`src/rtl/i2c_port_arbiter.sv`:
```
`default_nettype none
// ============================================================================
// Module   : i2c_port_arbiter
// Purpose  : Round-robin sharing of one I2C register-access controller among
//            NUM_REQ clients, with a per-transaction watchdog abort.
// Revision : 1.0
// ============================================================================
module i2c_port_arbiter #(
    parameter int NUM_REQ     = 2,
    parameter int TIMEOUT_CYC = 200000
) (
    input  logic                   clk,
    input  logic                   rstn,
    input  logic [NUM_REQ-1:0]     s_enable,
    input  logic [8*NUM_REQ-1:0]   s_reg_addr,
    input  logic [5*NUM_REQ-1:0]   s_reg_len,
    input  logic [8*NUM_REQ-1:0]   s_reg_wrdata,
    input  logic [NUM_REQ-1:0]     s_reg_rdwr,
    output logic [NUM_REQ-1:0]     s_done,
    output logic [NUM_REQ-1:0]     s_ack,
    output logic [7:0]             s_rddata,
    output logic [NUM_REQ-1:0]     grant,
    output logic                   busy,
    output logic                   timeout_err,
    output logic                   m_enable,
    output logic [7:0]             m_reg_addr,
    output logic [4:0]             m_reg_len,
    output logic [7:0]             m_reg_wrdata,
    output logic                   m_reg_rdwr,
    input  logic                   m_done,
    input  logic                   m_ack,
    input  logic [7:0]             m_rddata
);

    localparam int          c_IDX_W    = $clog2(NUM_REQ);
    localparam logic [23:0] c_CNT_LAST = 24'(TIMEOUT_CYC - 1);

    typedef enum logic [0:0] {
        ST_IDLE = 1'b0,
        ST_BUSY = 1'b1
    } state_t;

    state_t               r_state,    w_state;
    logic [NUM_REQ-1:0]   r_pending,  w_pending;
    logic [c_IDX_W-1:0]   r_last,     w_last;
    logic [c_IDX_W-1:0]   r_gidx,     w_gidx;
    logic [23:0]          r_cnt,      w_cnt;
    logic [NUM_REQ-1:0]   r_grant,    w_grant;
    logic                 r_busy,     w_busy;
    logic                 r_terr,     w_terr;
    logic                 r_m_enable, w_m_enable;
    logic [7:0]           r_m_addr,   w_m_addr;
    logic [4:0]           r_m_len,    w_m_len;
    logic [7:0]           r_m_wrdata, w_m_wrdata;
    logic                 r_m_rdwr,   w_m_rdwr;
    logic [NUM_REQ-1:0]   r_s_done,   w_s_done;
    logic [NUM_REQ-1:0]   r_s_ack,    w_s_ack;
    logic [7:0]           r_s_rddata, w_s_rddata;
    logic                 w_expire;
    logic                 w_found;
    logic [c_IDX_W-1:0]   w_pick;

    function automatic logic [c_IDX_W-1:0] rr_idx(input logic [c_IDX_W-1:0] base,
                                                   input int                 step);
        int t;
        t = (int'(base) + step) % NUM_REQ;
        return c_IDX_W'(t);
    endfunction

    // First pending client after the previous owner, wrapping modulo NUM_REQ.
    always_comb begin
        w_pick  = r_last;
        w_found = 1'b0;
        for (int k = 1; k <= NUM_REQ; k++) begin
            if (!w_found && r_pending[rr_idx(r_last, k)]) begin
                w_found = 1'b1;
                w_pick  = rr_idx(r_last, k);
            end
        end
    end

    always_comb begin
        w_state    = r_state;
        w_pending  = r_pending;
        w_last     = r_last;
        w_gidx     = r_gidx;
        w_cnt      = r_cnt;
        w_grant    = r_grant;
        w_busy     = r_busy;
        w_terr     = r_terr;
        w_m_enable = 1'b0;
        w_m_addr   = r_m_addr;
        w_m_len    = r_m_len;
        w_m_wrdata = r_m_wrdata;
        w_m_rdwr   = r_m_rdwr;
        w_s_done   = '0;
        w_s_ack    = r_s_ack;
        w_s_rddata = r_s_rddata;
        w_expire   = (r_cnt == c_CNT_LAST);

        case (r_state)
            ST_IDLE: begin
                if (|r_pending) begin
                    w_gidx          = w_pick;
                    w_grant         = '0;
                    w_grant[w_pick] = 1'b1;
                    w_m_addr        = s_reg_addr[8*w_pick +: 8];
                    w_m_len         = s_reg_len[5*w_pick +: 5];
                    w_m_wrdata      = s_reg_wrdata[8*w_pick +: 8];
                    w_m_rdwr        = s_reg_rdwr[w_pick];
                    w_m_enable      = 1'b1;
                    w_busy          = 1'b1;
                    w_cnt           = '0;
                    w_state         = ST_BUSY;
                end
            end
            ST_BUSY: begin
                // A real completion in the expiry cycle takes precedence over the abort.
                if (m_done || w_expire) begin
                    w_s_done[r_gidx]  = 1'b1;
                    w_s_ack[r_gidx]   = m_done & m_ack;
                    w_s_rddata        = m_done ? m_rddata : 8'h00;
                    w_terr            = r_terr | ~m_done;
                    w_pending[r_gidx] = 1'b0;
                    w_last            = r_gidx;
                    w_grant           = '0;
                    w_busy            = 1'b0;
                    w_cnt             = '0;
                    w_state           = ST_IDLE;
                end else begin
                    w_cnt = r_cnt + 24'd1;
                end
            end
            default: w_state = ST_IDLE;
        endcase

        // New requests win over the completion clear of the same cycle.
        w_pending = w_pending | s_enable;
    end

    always_ff @(posedge clk or negedge rstn) begin
        if (!rstn) begin
            r_state    <= ST_IDLE;
            r_pending  <= '0;
            r_last     <= c_IDX_W'(NUM_REQ - 1);
            r_gidx     <= '0;
            r_cnt      <= '0;
            r_grant    <= '0;
            r_busy     <= 1'b0;
            r_terr     <= 1'b0;
            r_m_enable <= 1'b0;
            r_m_addr   <= '0;
            r_m_len    <= '0;
            r_m_wrdata <= '0;
            r_m_rdwr   <= 1'b0;
            r_s_done   <= '0;
            r_s_ack    <= '0;
            r_s_rddata <= '0;
        end else begin
            r_state    <= w_state;
            r_pending  <= w_pending;
            r_last     <= w_last;
            r_gidx     <= w_gidx;
            r_cnt      <= w_cnt;
            r_grant    <= w_grant;
            r_busy     <= w_busy;
            r_terr     <= w_terr;
            r_m_enable <= w_m_enable;
            r_m_addr   <= w_m_addr;
            r_m_len    <= w_m_len;
            r_m_wrdata <= w_m_wrdata;
            r_m_rdwr   <= w_m_rdwr;
            r_s_done   <= w_s_done;
            r_s_ack    <= w_s_ack;
            r_s_rddata <= w_s_rddata;
        end
    end

    assign s_done       = r_s_done;
    assign s_ack        = r_s_ack;
    assign s_rddata     = r_s_rddata;
    assign grant        = r_grant;
    assign busy         = r_busy;
    assign timeout_err  = r_terr;
    assign m_enable     = r_m_enable;
    assign m_reg_addr   = r_m_addr;
    assign m_reg_len    = r_m_len;
    assign m_reg_wrdata = r_m_wrdata;
    assign m_reg_rdwr   = r_m_rdwr;

endmodule
`default_nettype wire

```
`config.mk`:
```
export PLATFORM = sky130hd
export DESIGN_NAME = i2c_port_arbiter
export DESIGN_NICKNAME = d
export VERILOG_FILES = /design/src/rtl/i2c_port_arbiter.sv
export SDC_FILE = /design/constraint.sdc
export NUM_CORES = 1
export LEC_CHECK = 0
export BUFFER_PORTS_ARGS = -buffer_cell sky130_fd_sc_hd__buf_2
export CAP_MARGIN = 30
export CORE_MARGIN = 5
export CORE_UTILIZATION = 40
export CTS_BUF_LIST = sky130_fd_sc_hd__clkbuf_8
export DETAILED_ROUTE_END_ITERATION = 7
export PLACE_DENSITY = 0.64
export SYNTH_ARGS = -nofsm -noshare
export SYNTH_HDL_FRONTEND = slang
export SYNTH_SLANG_ARGS = --single-unit
```
`constraint.sdc`:
```
create_clock -name clk -period 2.6 [get_ports clk]
set_input_delay 0 -clock clk [delete_from_list [all_inputs] [get_ports clk]]
set_output_delay 0 -clock clk [all_outputs]
set_load 0.03 [all_outputs]
```
==> results of run 1 <==
worst max-delay path by stage:
stage                                      from                           to  slack, ns  depth (start not counted)
after CTS                     r_state$_DFF_PN0_     m_reg_len[3]$_DFFE_PN0P_       0.45                          5
final                         r_state$_DFF_PN0_  m_reg_wrdata[3]$_DFFE_PN0P_       0.33                          5
after floorplan           r_cnt[13]$_DFFE_PN0P_      s_rddata[3]$_DFFE_PN0N_       0.74                          6
after global placement     r_cnt[0]$_DFFE_PN0P_         grant[0]$_DFFE_PN0P_       0.57                          6
after detailed placement   r_cnt[0]$_DFFE_PN0P_         grant[1]$_DFFE_PN0P_       0.51                          6
after global routing          r_state$_DFF_PN0_       m_reg_rdwr$_DFFE_PN0P_       0.16                          5
power by group:
group / internal (uW) / switching (uW)
clock: 586 / 393
combinational: 947 / 1310
sequential: 1400 / 245
logic make-up (layout without fill, tap and decap cells):
group | Yosys count | count (layout) | synth area share, %
xor+xnor | 7 | 7 | 1.98
simple gates | 89 | 89 | 15.6
buf+inv | 44 | 205 | 5.81
compound gates | 83 | 83 | 21.2
fa+ha+maj | 1 | 1 | 0.404
flops | 68 | 68 | 54.9
layout make-up:
class                   count  share of cell area (%)
multi-input cells         180                    27.2
inverters                  29                    2.42
clock inverters             4                    1.61
flip-flops and latches     68                    37.9
repair buffers            161                    24.7
well taps                 102                    2.84
clock buffers              11                    3.37
per-layer routing:
layer	part of all wire (%)	vias up	routed length, um	global-route usage, %
met5	0	-	0	0
met4	2.0	0	181	8.52
met3	7.4	18	673	5.21
met2	48	119	4410	33.7
met1	42	1458	3850	24.4
li1	-	1402	-	-
metrics by stage:
stage,hold WS [ns],utilization (%),total power [uW],std cells
6_report,0.203,58.8,4880,555
5_1_grt,0.273,58.8,5150,555
3_3_place_gp,0.0543,48.4,3410,483
3_5_place_dp,0.0498,48.4,3450,483
2_1_floorplan,-0.296,-,2880,292
4_1_cts,0.221,58.8,4820,555
state kept, by name, indices dropped and copies added (netlist names), 5 cells and up:
name and flops:
m_reg_addr 8, r_cnt 24, m_reg_wrdata 8, s_rddata 8, m_reg_len 5
placed cells by master (no fill, tap or decap), types with 2 or more instances in the layout:
cell and count:
buf_4 8, and4_1 2, nand2b_1 4, a21oi_1 6, a22o_1 11, nor4_1 2
a222oi_1 22, dfrtp_1 67, bufinv_16 2, nand3_1 15, a21o_1 7, and2_1 2
nand4_1 6, a31oi_1 12, xor2_1 5, o21ai_0 9, or4_1 2, nor3_1 3
a41oi_1 4, nor2_1 10, inv_1 29, clkbuf_8 11, or3_1 2, buf_2 96
nand2_1 31, dlygate4sd3_1 57, xnor2_1 2
==> flow_summary.ini, run 1 <==
[critical_path]
criticalPathCategory = flop to flop
r2r_end = m_reg_wrdata[3]$_DFFE_PN0P_
crit_chain = inv_1, o211a_1, a222oi_1, dlygate4sd3_1, inv_1
reg2regPathDepth = 5
slowest_delay_ns = 0.61
arrival_ns = 2.51
path_buf_inv = 3
worstPathRequired_ns = 2.84
crit_slowest_cell = dlygate4sd3_1
worstPathMaxFanout = 24
start_kind = flop
crit_top_cell = inv_1
critPathCaptureType = flop
rrSetupSlack_ns = 0.33
r2r-start = r_state$_DFF_PN0_
path_delay_family = compound AO/OA/AOI/OAI gates

[final_layout]
drive_above_1_share_pct = 28.7
multiInputGateArea_um2 = 1220
num_antenna_cells = 0
seqCellArea_um2 = 1700
area_delta_synth_final_pct = 45.1
fin_area_um2 = 4500
nNetsFinal = 508
fillerInstances = 608

[placement]
portBuffers = 96
gp_congestion = 0.846
post-place-ws_ns = 0.508
place_area_um2 = 3700
hpwl_um = 5510

[sta]
slew_headroom_pct = 48.9
tns_ns = 0
rsz0062_at_grt = false
min_period_over_period_pct = 87.2
tightest_slew_ns = 0.767
fmax_mhz = 441
fin_crit_ns = 2.27
hold_viol = 0
setup_viol = 0
fin_ws_ns = 0.332
skew_ns = 0.00666
finalMaxSlewViolations = 0

[floorplan]
rows = 32
start_util_pct = 40.5
io_pins = 97
core-area_um2 = 7650
dieArea_um2 = 9610
die_x_um = 98.0
fp.dieH_um = 98.0

[synth]
synthFlopType = dfrtp_1
async_reset_ff_share_pct = 100
ys_ff_latch = 68
netlist_top_cells_count = 67 x dfrtp_1, 31 x nand2_1, 29 x inv_1, 22 x a222oi_1, 15 x nand3_1
ys_types = 50
yosys-top-cells-area = dfrtp_1 54%, a222oi_1 7.1%, nand2_1 3.8%, inv_1 3.5%, a22o_1 3.1%
syn_inst = 292
yosysTopAreaCellShare_pct = 54.1
syn_area_um2 = 3100
synth.most_common_cell = dfrtp_1
yosysTopAreaCell = dfrtp_1
syn_area_per_cell_um2 = 10.6
synth_edf_count = 0
seq_area_frac_synth_pct = 54.9
ys_warn_count = 0
syn_nets = 351

[run_status]
outcome = finished, final reports clean

[global_route]
antenna_found_initial = 0
grt_pass1_wl_um = 15500
grt-ovfl-total = 0
grt_max_degree = 28
groute.usage.overall_pct = 20.0
first_global_vias = 3145

[clock_network]
cts-root-buf = clkbuf_8
cts_resized = 0
numCtsBuffers = 9
cts-htree-levels = 3
cts_tree = done
cts_sinks = 68
ctsHoldBuffers = 57
clk_latency_ns = 0.34
clk_pin_slew_ns = 0.07
post_cts_buffers = 0
max-clock-path-buffers = 2

[detailed_routing]
drtPass1Iterations = 5
wl_um = 9110
ant_nets = 0
num_vias = 2997
routedWlPerCell_um = 16.4
drt_drc_violations_left = 0
dr.first_iter.drc_count = 209
routed_via_density = 5.40

[min_path]
hp-class = input pin to async pin

[power_and_ir_drop]
power_density_nw_per_um2 = 1080
worst_ir_drop_vdd_v = 0.000792
leakage_uw = 0.00219

[job]
drv_cap = 0
(Power assumes the default switching activity.)
==> inputs of run 2 (changes only) <==
--- a/config.mk
+++ b/config.mk
@@ -11,6 +11,7 @@
 export CORE_UTILIZATION = 40
 export CTS_BUF_LIST = sky130_fd_sc_hd__clkbuf_8
 export DETAILED_ROUTE_END_ITERATION = 7
+export MAX_ROUTING_LAYER = met4
 export PLACE_DENSITY = 0.64
 export SYNTH_ARGS = -nofsm -noshare
 export SYNTH_HDL_FRONTEND = slang
==> run 2 against run 1 <==
Flip-flop and latch count stayed put. Setup slack worse by 0.028 ns. Highest routed layer unchanged. Non-clock buffer count stayed put. Utilization stayed put. Total power hardly changed. Critical endpoint is now m_reg_rdwr$_DFFE_PN0P_. Sequential power hardly changed. Clock power hardly changed. First-iteration DRC count is 11% lower. Fmax is 1.2% lower. Clock-buffer cell count stayed put.
==> flow_summary.ini, run 2 (same netlist as run 1, synthesis figures left out) <==
[detailed_routing]
drt_drc_violations_left = 0
dr.first_iter.drc_count = 185
num_vias = 3006
drtPass1Iterations = 6
routed_via_density = 5.42
wl_um = 9120
ant_nets = 0
routedWlPerCell_um = 16.4

[critical_path]
worstPathMaxFanout = 24
start_kind = flop
criticalPathCategory = flop to flop
worstPathRequired_ns = 2.84
r2r-start = r_state$_DFF_PN0_
reg2regPathDepth = 5
critPathCaptureType = flop
rrSetupSlack_ns = 0.30
arrival_ns = 2.53
r2r_end = m_reg_rdwr$_DFFE_PN0P_

[power_and_ir_drop]
p_seq_share_pct = 33.7
leakage_uw = 0.00219
combPwrFrac_pct = 46.3
power_density_nw_per_um2 = 1090
pwr-share-clk_pct = 20.1
power.switching_uw = 1950
worst_ir_drop_vdd_v = 0.000793
finalPower_uw = 4880
swShare_pct = 39.9
intPower_uw = 2930

[sta]
slew_headroom_pct = 48.2
tns_ns = 0
min_period_over_period_pct = 88.3
setup_viol = 0
hold_viol = 0
rsz0062_at_grt = false
fmax_mhz = 435
fin_crit_ns = 2.30
tightest_slew_ns = 0.777
finalMaxSlewViolations = 0
skew_ns = 0.00814

[job]
drv_cap = 0

[placement]
portBuffers = 96
hpwl_um = 5510
gp_congestion = 0.859

[final_layout]
largest_register = r_cnt
area_delta_synth_final_pct = 45.1
final_cell_mix = 96 x buf_2, 67 x dfrtp_1, 57 x dlygate4sd3_1
num_antenna_cells = 0
nNetsFinal = 508
fillerInstances = 608
drive_above_1_share_pct = 28.7
final_common_cell = buf_2
final_util_pct = 58.8
largest_register_ffs = 24

[clock_network]
cts_resized = 0
clk_latency_ns = 0.34
cts_sinks = 68
clk_pin_slew_ns = 0.07
cts-htree-levels = 3
post_cts_buffers = 0
numCtsBuffers = 9
cts_tree = done
cts-root-buf = clkbuf_8
max-clock-path-buffers = 2

[global_route]
grt-ovfl-total = 0
grt_pass1_wl_um = 15500
first_global_vias = 3153
grt_max_degree = 28
groute.usage.overall_pct = 20.7
antenna_found_initial = 0

[floorplan]
rows = 32
dieArea_um2 = 9610
io_pins = 97
start_util_pct = 40.5
die_x_um = 98.0
fp.dieH_um = 98.0
core-area_um2 = 7650

[run_status]
outcome = finished, final reports clean

[min_path]
hp-class = input pin to async pin
## run 2: cell counts in the layout (fill, tap and decap cells not counted)
Identical to the previous run, type by type.
## run 2: stage by stage
stage / hold WS (ns) / worst slack, ns / instance area, um2 / cells
after floorplan: -0.296 / 0.742 / 3100 / 292
after global placement: 0.0543 / 0.570 / 3700 / 483
after detailed placement: 0.0498 / 0.508 / 3700 / 483
after CTS: 0.221 / 0.446 / 4500 / 555
after global routing: 0.272 / 0.159 / 4500 / 555
final: 0.200 / 0.304 / 4500 / 555
## run 2: timing repair
| action | 4_1_cts | 5_1_grt |
|---|---|---|
| endpoints found under the setup margin | 0 | 0 |
| hold buffers | 57 | 0 |
| endpoints found under the hold margin | 59 | 0 |
## run 2: metal layers
| metal | track usage [%] | vias up | routed length (um) |
|---|---|---|---|
| li1 | - | 1402 | - |
| met1 | 25.1 | 1459 | 3930 |
| met2 | 33.7 | 125 | 4360 |
| met3 | 4.29 | 20 | 623 |
| met4 | 8.20 | 0 | 206 |
| met5 | - | - | 0 |
## run 2: critical path, cell delays in order, from the launching register on
cell and delay, ns:
dfrtp_1 0.51, inv_1 0.11, o211a_1 0.44, a222oi_1 0.45
dlygate4sd3_1 0.62, inv_1 0.05
## run 2: worst max path at each step
stage | cells after the start | to | slack (ns) | from
floorplan | 6 | s_rddata[3]$_DFFE_PN0N_ | 0.74 | r_cnt[13]$_DFFE_PN0P_
global placement | 6 | grant[0]$_DFFE_PN0P_ | 0.57 | r_cnt[0]$_DFFE_PN0P_
detailed placement | 6 | grant[1]$_DFFE_PN0P_ | 0.51 | r_cnt[0]$_DFFE_PN0P_
CTS | 5 | m_reg_len[3]$_DFFE_PN0P_ | 0.45 | r_state$_DFF_PN0_
global route | 5 | m_reg_rdwr$_DFFE_PN0P_ | 0.16 | r_state$_DFF_PN0_
finish | 5 | m_reg_rdwr$_DFFE_PN0P_ | 0.30 | r_state$_DFF_PN0_
## run 2: final cells by class
class                   instances  area, um2  area share (%)
clock buffers                  11        151            3.37
clock inverters                 4       72.6            1.61
inverters                      29        109            2.42
multi-input cells             180       1220            27.2
flip-flops and latches         68       1700            37.9
well taps                     102        128            2.84
repair buffers                161       1110            24.7
## run 2: power by group through the flow
stage               registers [uW]  logic (uW)  clock network, uW
floorplan                     2160         720                  0
global route                  1690        2430               1030
global placement              1640        1780                  0
detailed placement            1630        1820                  0
CTS                           1630        2190                996
finish                        1640        2260                980
